## config.mk

```make
export PLATFORM = sky130hd
export DESIGN_NAME = cordic_result_buffer_flat
export DESIGN_NICKNAME = d
export VERILOG_FILES = /design/src/rtl/cordic_pkg.sv /design/src/rtl/cordic_result_buffer_if.sv /design/src/rtl/cordic_buf_mem.sv /design/src/rtl/cordic_result_buffer.sv /design/src/flat_wrapper.sv
export SDC_FILE = /design/constraint.sdc
export NUM_CORES = 1
export LEC_CHECK = 0
export ABC_CLOCK_PERIOD_IN_PS = 4450
export CAP_MARGIN = 10
export CORE_MARGIN = 8
export CORE_UTILIZATION = 52
export DETAILED_ROUTE_END_ITERATION = 6
export GPL_TIMING_DRIVEN = 0
export PLACE_DENSITY = 0.75
export SYNTH_ARGS = -nofsm -noshare
export SYNTH_HDL_FRONTEND = slang
export SYNTH_SLANG_ARGS = --single-unit
```

## constraint.sdc

```tcl
create_clock -name clk -period 4.45 [get_ports clk]
set_clock_uncertainty 0.1 [all_clocks]
set_input_delay 0.89 -clock clk [delete_from_list [all_inputs] [get_ports clk]]
set_output_delay 0.89 -clock clk [all_outputs]
set_load 0.01 [all_outputs]
```

## src/rtl/cordic_pkg.sv

```systemverilog
// rtl/cordic_pkg.sv - shared sizing for the CORDIC result buffer
package cordic_pkg;

  // Default result word width (x and y each)
  localparam int DW = 16;

  // Default number of buffer entries; must be a power of two, >= 2
  localparam int DEPTH = 4;

  // Pointer width for a buffer of the given depth
  function automatic int ptr_w(input int depth);
    return $clog2(depth);
  endfunction

  localparam int PTR_W = ptr_w(DEPTH);

endpackage

```

## src/rtl/cordic_result_buffer_if.sv

```systemverilog
// rtl/cordic_result_buffer_if.sv - pipeline-in / consumer-out handshake bundle
interface cordic_result_buffer_if #(
  parameter int DW = cordic_pkg::DW
) ();

  logic          in_valid;
  logic [DW-1:0] in_x;
  logic [DW-1:0] in_y;
  logic          out_valid;
  logic          out_ready;
  logic [DW-1:0] out_x;
  logic [DW-1:0] out_y;

  // Buffer side: takes pipeline results, presents the head entry
  modport slave (
    input  in_valid, in_x, in_y, out_ready,
    output out_valid, out_x, out_y
  );

  // Environment side: drives pipeline results and consumer ready
  modport master (
    output in_valid, in_x, in_y, out_ready,
    input  out_valid, out_x, out_y
  );

endinterface

```

## src/rtl/cordic_buf_mem.sv

```systemverilog
// rtl/cordic_buf_mem.sv - DEPTH x 2*DW register array, sync write, async read
module cordic_buf_mem #(
  parameter int DW    = cordic_pkg::DW,
  parameter int DEPTH = cordic_pkg::DEPTH,
  parameter int AW    = cordic_pkg::PTR_W
) (
  input  logic            clk,
  input  logic            reset,
  input  logic            we,
  input  logic [AW-1:0]   waddr,
  input  logic [2*DW-1:0] wdata,
  input  logic [AW-1:0]   raddr,
  output logic [2*DW-1:0] rdata
);

  logic [2*DW-1:0] rows [DEPTH];

  // Rows clear on reset so the head reads as zero while held in reset
  always_ff @(posedge clk or negedge reset) begin
    if (!reset) begin
      for (int i = 0; i < DEPTH; i++) begin
        rows[i] <= '0;
      end
    end else if (we) begin
      rows[waddr] <= wdata;
    end
  end

  // Read port is purely combinational so the head falls through
  assign rdata = rows[raddr];

endmodule

```

## src/rtl/cordic_result_buffer.sv

```systemverilog
// rtl/cordic_result_buffer.sv - FWFT buffer absorbing an unstallable CORDIC pipeline
module cordic_result_buffer
  import cordic_pkg::*;
#(
  parameter  int DW    = cordic_pkg::DW,
  parameter  int DEPTH = cordic_pkg::DEPTH,
  localparam int PW    = ptr_w(DEPTH),
  localparam int CW    = PW + 1
) (
  input  logic                   clk,
  input  logic                   reset,
  cordic_result_buffer_if.slave  bus,
  output logic [CW-1:0]          count,
  output logic                   overflow,
  input  logic                   clr_ovf
);

  localparam logic [CW-1:0] FULL = CW'(DEPTH);

  logic [PW-1:0]   wr_ptr;
  logic [PW-1:0]   rd_ptr;
  logic            push;
  logic            pop;
  logic            drop;
  logic [2*DW-1:0] head;

  // A full buffer still accepts a result when the head leaves in the same cycle
  always_comb begin
    pop  = bus.out_valid & bus.out_ready;
    push = bus.in_valid & ((count < FULL) | pop);
    drop = bus.in_valid & ~push;
  end

  // Pointers wrap naturally because DEPTH is a power of two
  always_ff @(posedge clk or negedge reset) begin
    if (!reset) begin
      wr_ptr <= '0;
      rd_ptr <= '0;
    end else begin
      if (push) wr_ptr <= wr_ptr + 1'b1;
      if (pop)  rd_ptr <= rd_ptr + 1'b1;
    end
  end

  // Occupancy moves only when exactly one of push/pop happens
  always_ff @(posedge clk or negedge reset) begin
    if (!reset) begin
      count <= '0;
    end else if (push && !pop) begin
      count <= count + 1'b1;
    end else if (pop && !push) begin
      count <= count - 1'b1;
    end
  end

  // Sticky drop flag; a drop in the clear cycle takes priority
  always_ff @(posedge clk or negedge reset) begin
    if (!reset) begin
      overflow <= 1'b0;
    end else if (drop) begin
      overflow <= 1'b1;
    end else if (clr_ovf) begin
      overflow <= 1'b0;
    end
  end

  cordic_buf_mem #(
    .DW    (DW),
    .DEPTH (DEPTH),
    .AW    (PW)
  ) u_mem (
    .clk   (clk),
    .reset (reset),
    .we    (push),
    .waddr (wr_ptr),
    .wdata ({bus.in_x, bus.in_y}),
    .raddr (rd_ptr),
    .rdata (head)
  );

  assign bus.out_valid = (count != '0);
  assign bus.out_x     = head[2*DW-1:DW];
  assign bus.out_y     = head[DW-1:0];

endmodule

```

## src/flat_wrapper.sv

```systemverilog
// flat-port wrapper written by rule: the top's interface ports become plain ports
module cordic_result_buffer_flat import cordic_pkg::*;
#(
  parameter  int DW    = cordic_pkg::DW,
  parameter  int DEPTH = cordic_pkg::DEPTH,
  localparam int PW    = ptr_w(DEPTH),
  localparam int CW    = PW + 1
)
  (clk, reset, count, overflow, clr_ovf, bus_in_valid, bus_in_x, bus_in_y, bus_out_ready, bus_out_valid, bus_out_x, bus_out_y);
  cordic_result_buffer_if #(.DW(DW)) bus_i ();
  input  logic clk;
  input  logic reset;
  output logic [CW-1:0] count;
  output logic overflow;
  input  logic clr_ovf;
  input wire logic [$bits(bus_i.in_valid)-1:0] bus_in_valid;
  input wire logic [$bits(bus_i.in_x)-1:0] bus_in_x;
  input wire logic [$bits(bus_i.in_y)-1:0] bus_in_y;
  input wire logic [$bits(bus_i.out_ready)-1:0] bus_out_ready;
  output wire logic [$bits(bus_i.out_valid)-1:0] bus_out_valid;
  output wire logic [$bits(bus_i.out_x)-1:0] bus_out_x;
  output wire logic [$bits(bus_i.out_y)-1:0] bus_out_y;
  assign bus_i.in_valid = bus_in_valid;
  assign bus_i.in_x = bus_in_x;
  assign bus_i.in_y = bus_in_y;
  assign bus_i.out_ready = bus_out_ready;
  assign bus_out_valid = bus_i.out_valid;
  assign bus_out_x = bus_i.out_x;
  assign bus_out_y = bus_i.out_y;
  cordic_result_buffer #(.DW(DW), .DEPTH(DEPTH)) u_core (.clk(clk), .reset(reset), .bus(bus_i), .count(count), .overflow(overflow), .clr_ovf(clr_ovf));
endmodule
```

==> flow_metrics.tcl <==
set metrics [dict create \
    seq_area_sq_um 3403 \
    power_density_nw_per_um2 830.7 \
    place_congestion 0.6996 \
    die_x_um 128.8 \
    cts_tree "yes" \
    netlist_instances 351 \
    syn-num-nets 394 \
    crit_chain "buf_2, buf_4, mux4_2, clkdlybuf4s50_1" \
    core_sq_um 12520 \
    hpwlAfterDp_um 8156 \
    start_kind "flop" \
    cp-end-kind "output port" \
    vias_per_cell 5.307 \
    hold_viol_final 0 \
    synth_seq_area_share_pct 51.44 \
    syn_to_final_growth_pct 23.43 \
    antenna_cells 0 \
    cts_setup_buffers 0 \
    synth_seq_cells 136 \
    layout_worst_path_cycle_share_pct 74.62 \
    root_buffer "clkbuf_16" \
    cts_sinks 136 \
    rsz0062_at_grt "no" \
    wire_per_inst_um 20.17 \
    reg2reg_slack_ps 2170 \
    maxSlewViolCount 0 \
    antenna_found_initial 0 \
    drv_cap 0 \
    path_clk_slew_ps 60 \
    worstMarginPinSlew_ps 520.0 \
    final_cell_mix "dfrtp_1 (136), mux2_4 (120), clkdlybuf4s50_1 (72)" \
    port_buffers 73 \
    hold-worst-slack_ps 324.1 \
    antenna_left 0 \
    mostFrequentLayoutCell "dfrtp_1" \
    crit_fanout 10 \
    drt_wl_total_um 12680 \
    grt_pass1_wl_um 21530 \
    setup_ws_ps 1130 \
    boundaryPins 74 \
    grt_pass1_vias 3893 \
    clk_latency_ps 410 \
    initial_core_util_pct 52.86 \
    fin_tns_setup_ps 0 \
    clockBufferDepth 2 \
    min_period_ps 3320 \
    firstDrtPassIters 4 \
    die_area_sq_um 16590 \
    max-vdd-ir-drop_mv 0.4599 \
    final_layout_size_suffix_gt1_share_pct 48.58 \
    setup_viol 0 \
    grt_usage_pct 17.09 \
    max_freq_mhz 301.2 \
    synth_warnings 0 \
    gr-total-overflow 0 \
    leakage_nw 3.571 \
    reg2reg_from "u_core.count[1]" \
    remaining_drc_errors 0 \
    grt_max_degree 84 \
    critPathSlowestCell "mux4_2" \
    fp-row-count 41 \
    critPathRequiredTime_ps 3460 \
    reg2reg_to "u_core.count[2]" \
    drt_iter0_drc 219 \
    multi_input_area_sq_um 2859 \
    cts_inserted_buffers 17 \
    crit_arrival_ps 2330 \
    fp.dieH_um 128.8 \
    htreeDepth 4 \
    cts_resized 0 \
    rr_worst_depth 8 \
    critPathKind "reg2out" \
    min_path_type "in2async" \
    slew-limit-headroom_pct 65.33 \
    nets 487 \
    hold_buffers 0 \
    ys_types 21 \
    fillCellCount 922 \
    cpPeakStageDelay_ps 550 \
    syn_area_sq_um 6616 \
    vias 3338 \
    pre_cts_ws_ps 1468 \
    syn_area_per_cell_sq_um 18.85 \
    status "complete, no violations" \
]
cells in the mapped netlist:
library cell	instances	area, sq um
buf_4	3	22.52
xor2_1	2	17.52
buf_12	12	240.2
fa_1	1	20.02
nand2_1	2	7.510
buf_6	4	45.04
nor2_1	1	3.750
ha_1	5	62.56
inv_1	6	22.52
nand3_1	1	5.000
clkbuf_1	1	3.750
or3_2	1	7.510
mux4_2	32	720.7
mux2_2	10	112.6
o22ai_1	1	6.260
nand2b_4	1	13.76
and3_4	4	45.04
buf_2	4	20.02
dfrtp_1	136	3403
mux2_4	120	1802
xnor2_1	4	35.03
kinds of logic after synthesis:
logic type,after synthesis,synth area share (%)
compound gates,1,0.09461
flops,136,51.44
mux,162,39.83
buf+inv,30,5.352
xor+xnor,6,0.7942
fa+ha+maj,6,1.248
simple gates,10,1.248
state kept, by name (all words and copies together) (netlist names):
register and flops:
u_core.count 3, u_core.wr_ptr 2, u_core.overflow 1, u_core.rd_ptr 2, u_core.u_mem.rows 128
worst max-delay path: cells and delay by family, from the launching register on:
kind / cells / cell delay [ps]
buffers and inverters: 3 / 1030
DFF: 1 / 320
muxes: 1 / 550
report_power, final:
group | total [mW] | internal, mW | switching, mW
Clock | 1.37 | 0.863 | 0.505
Sequential | 2.23 | 1.88 | 0.357
Combinational | 3.18 | 2.13 | 1.05
Total | 6.78 | 4.87 | 1.91
metrics by stage:
step,utilization (%),area (sq um),power (mW),cells
after CTS,65.24,8167,6.874,629
after global placement,60.42,7562,5.382,596
final,65.24,8167,6.784,629
after floorplan,-,6616,4.353,351
after global routing,65.24,8167,7.169,629
after detailed placement,60.65,7591,5.459,597
routing by layer:
layer	track usage, %	vias to the layer above	routed length [um]
met5	0	-	0
met4	5.390	0	116
met3	5.461	10	591
met2	26.69	65	6069
met1	22.24	1795	5907
li1	-	1468	-
worst max path at each step:
stage | startpoint | endpoint | depth (start not counted)
3_3_place_gp | reset | u_core.u_mem.rows[70] | 1
5_1_grt | u_core.rd_ptr[0] | bus_out_x[10] | 4
2_1_floorplan | bus_out_ready | u_core.count[1] | 7
3_5_place_dp | bus_out_ready | u_core.count[2] | 10
4_1_cts | u_core.rd_ptr[0] | bus_out_x[15] | 4
6_report | u_core.rd_ptr[0] | bus_out_x[10] | 4
final cells by class:
cell class	count	area share [%]
Sequential cell	136	41.67
Multi-Input combinational cell	185	35.01
Timing Repair Buffer	74	9.300
Clock buffer	23	5.853
Buffer	24	4.060
Tap cell	172	2.635
Clock inverter	9	1.195
Inverter	6	0.2758
(Power assumes the default switching activity.)
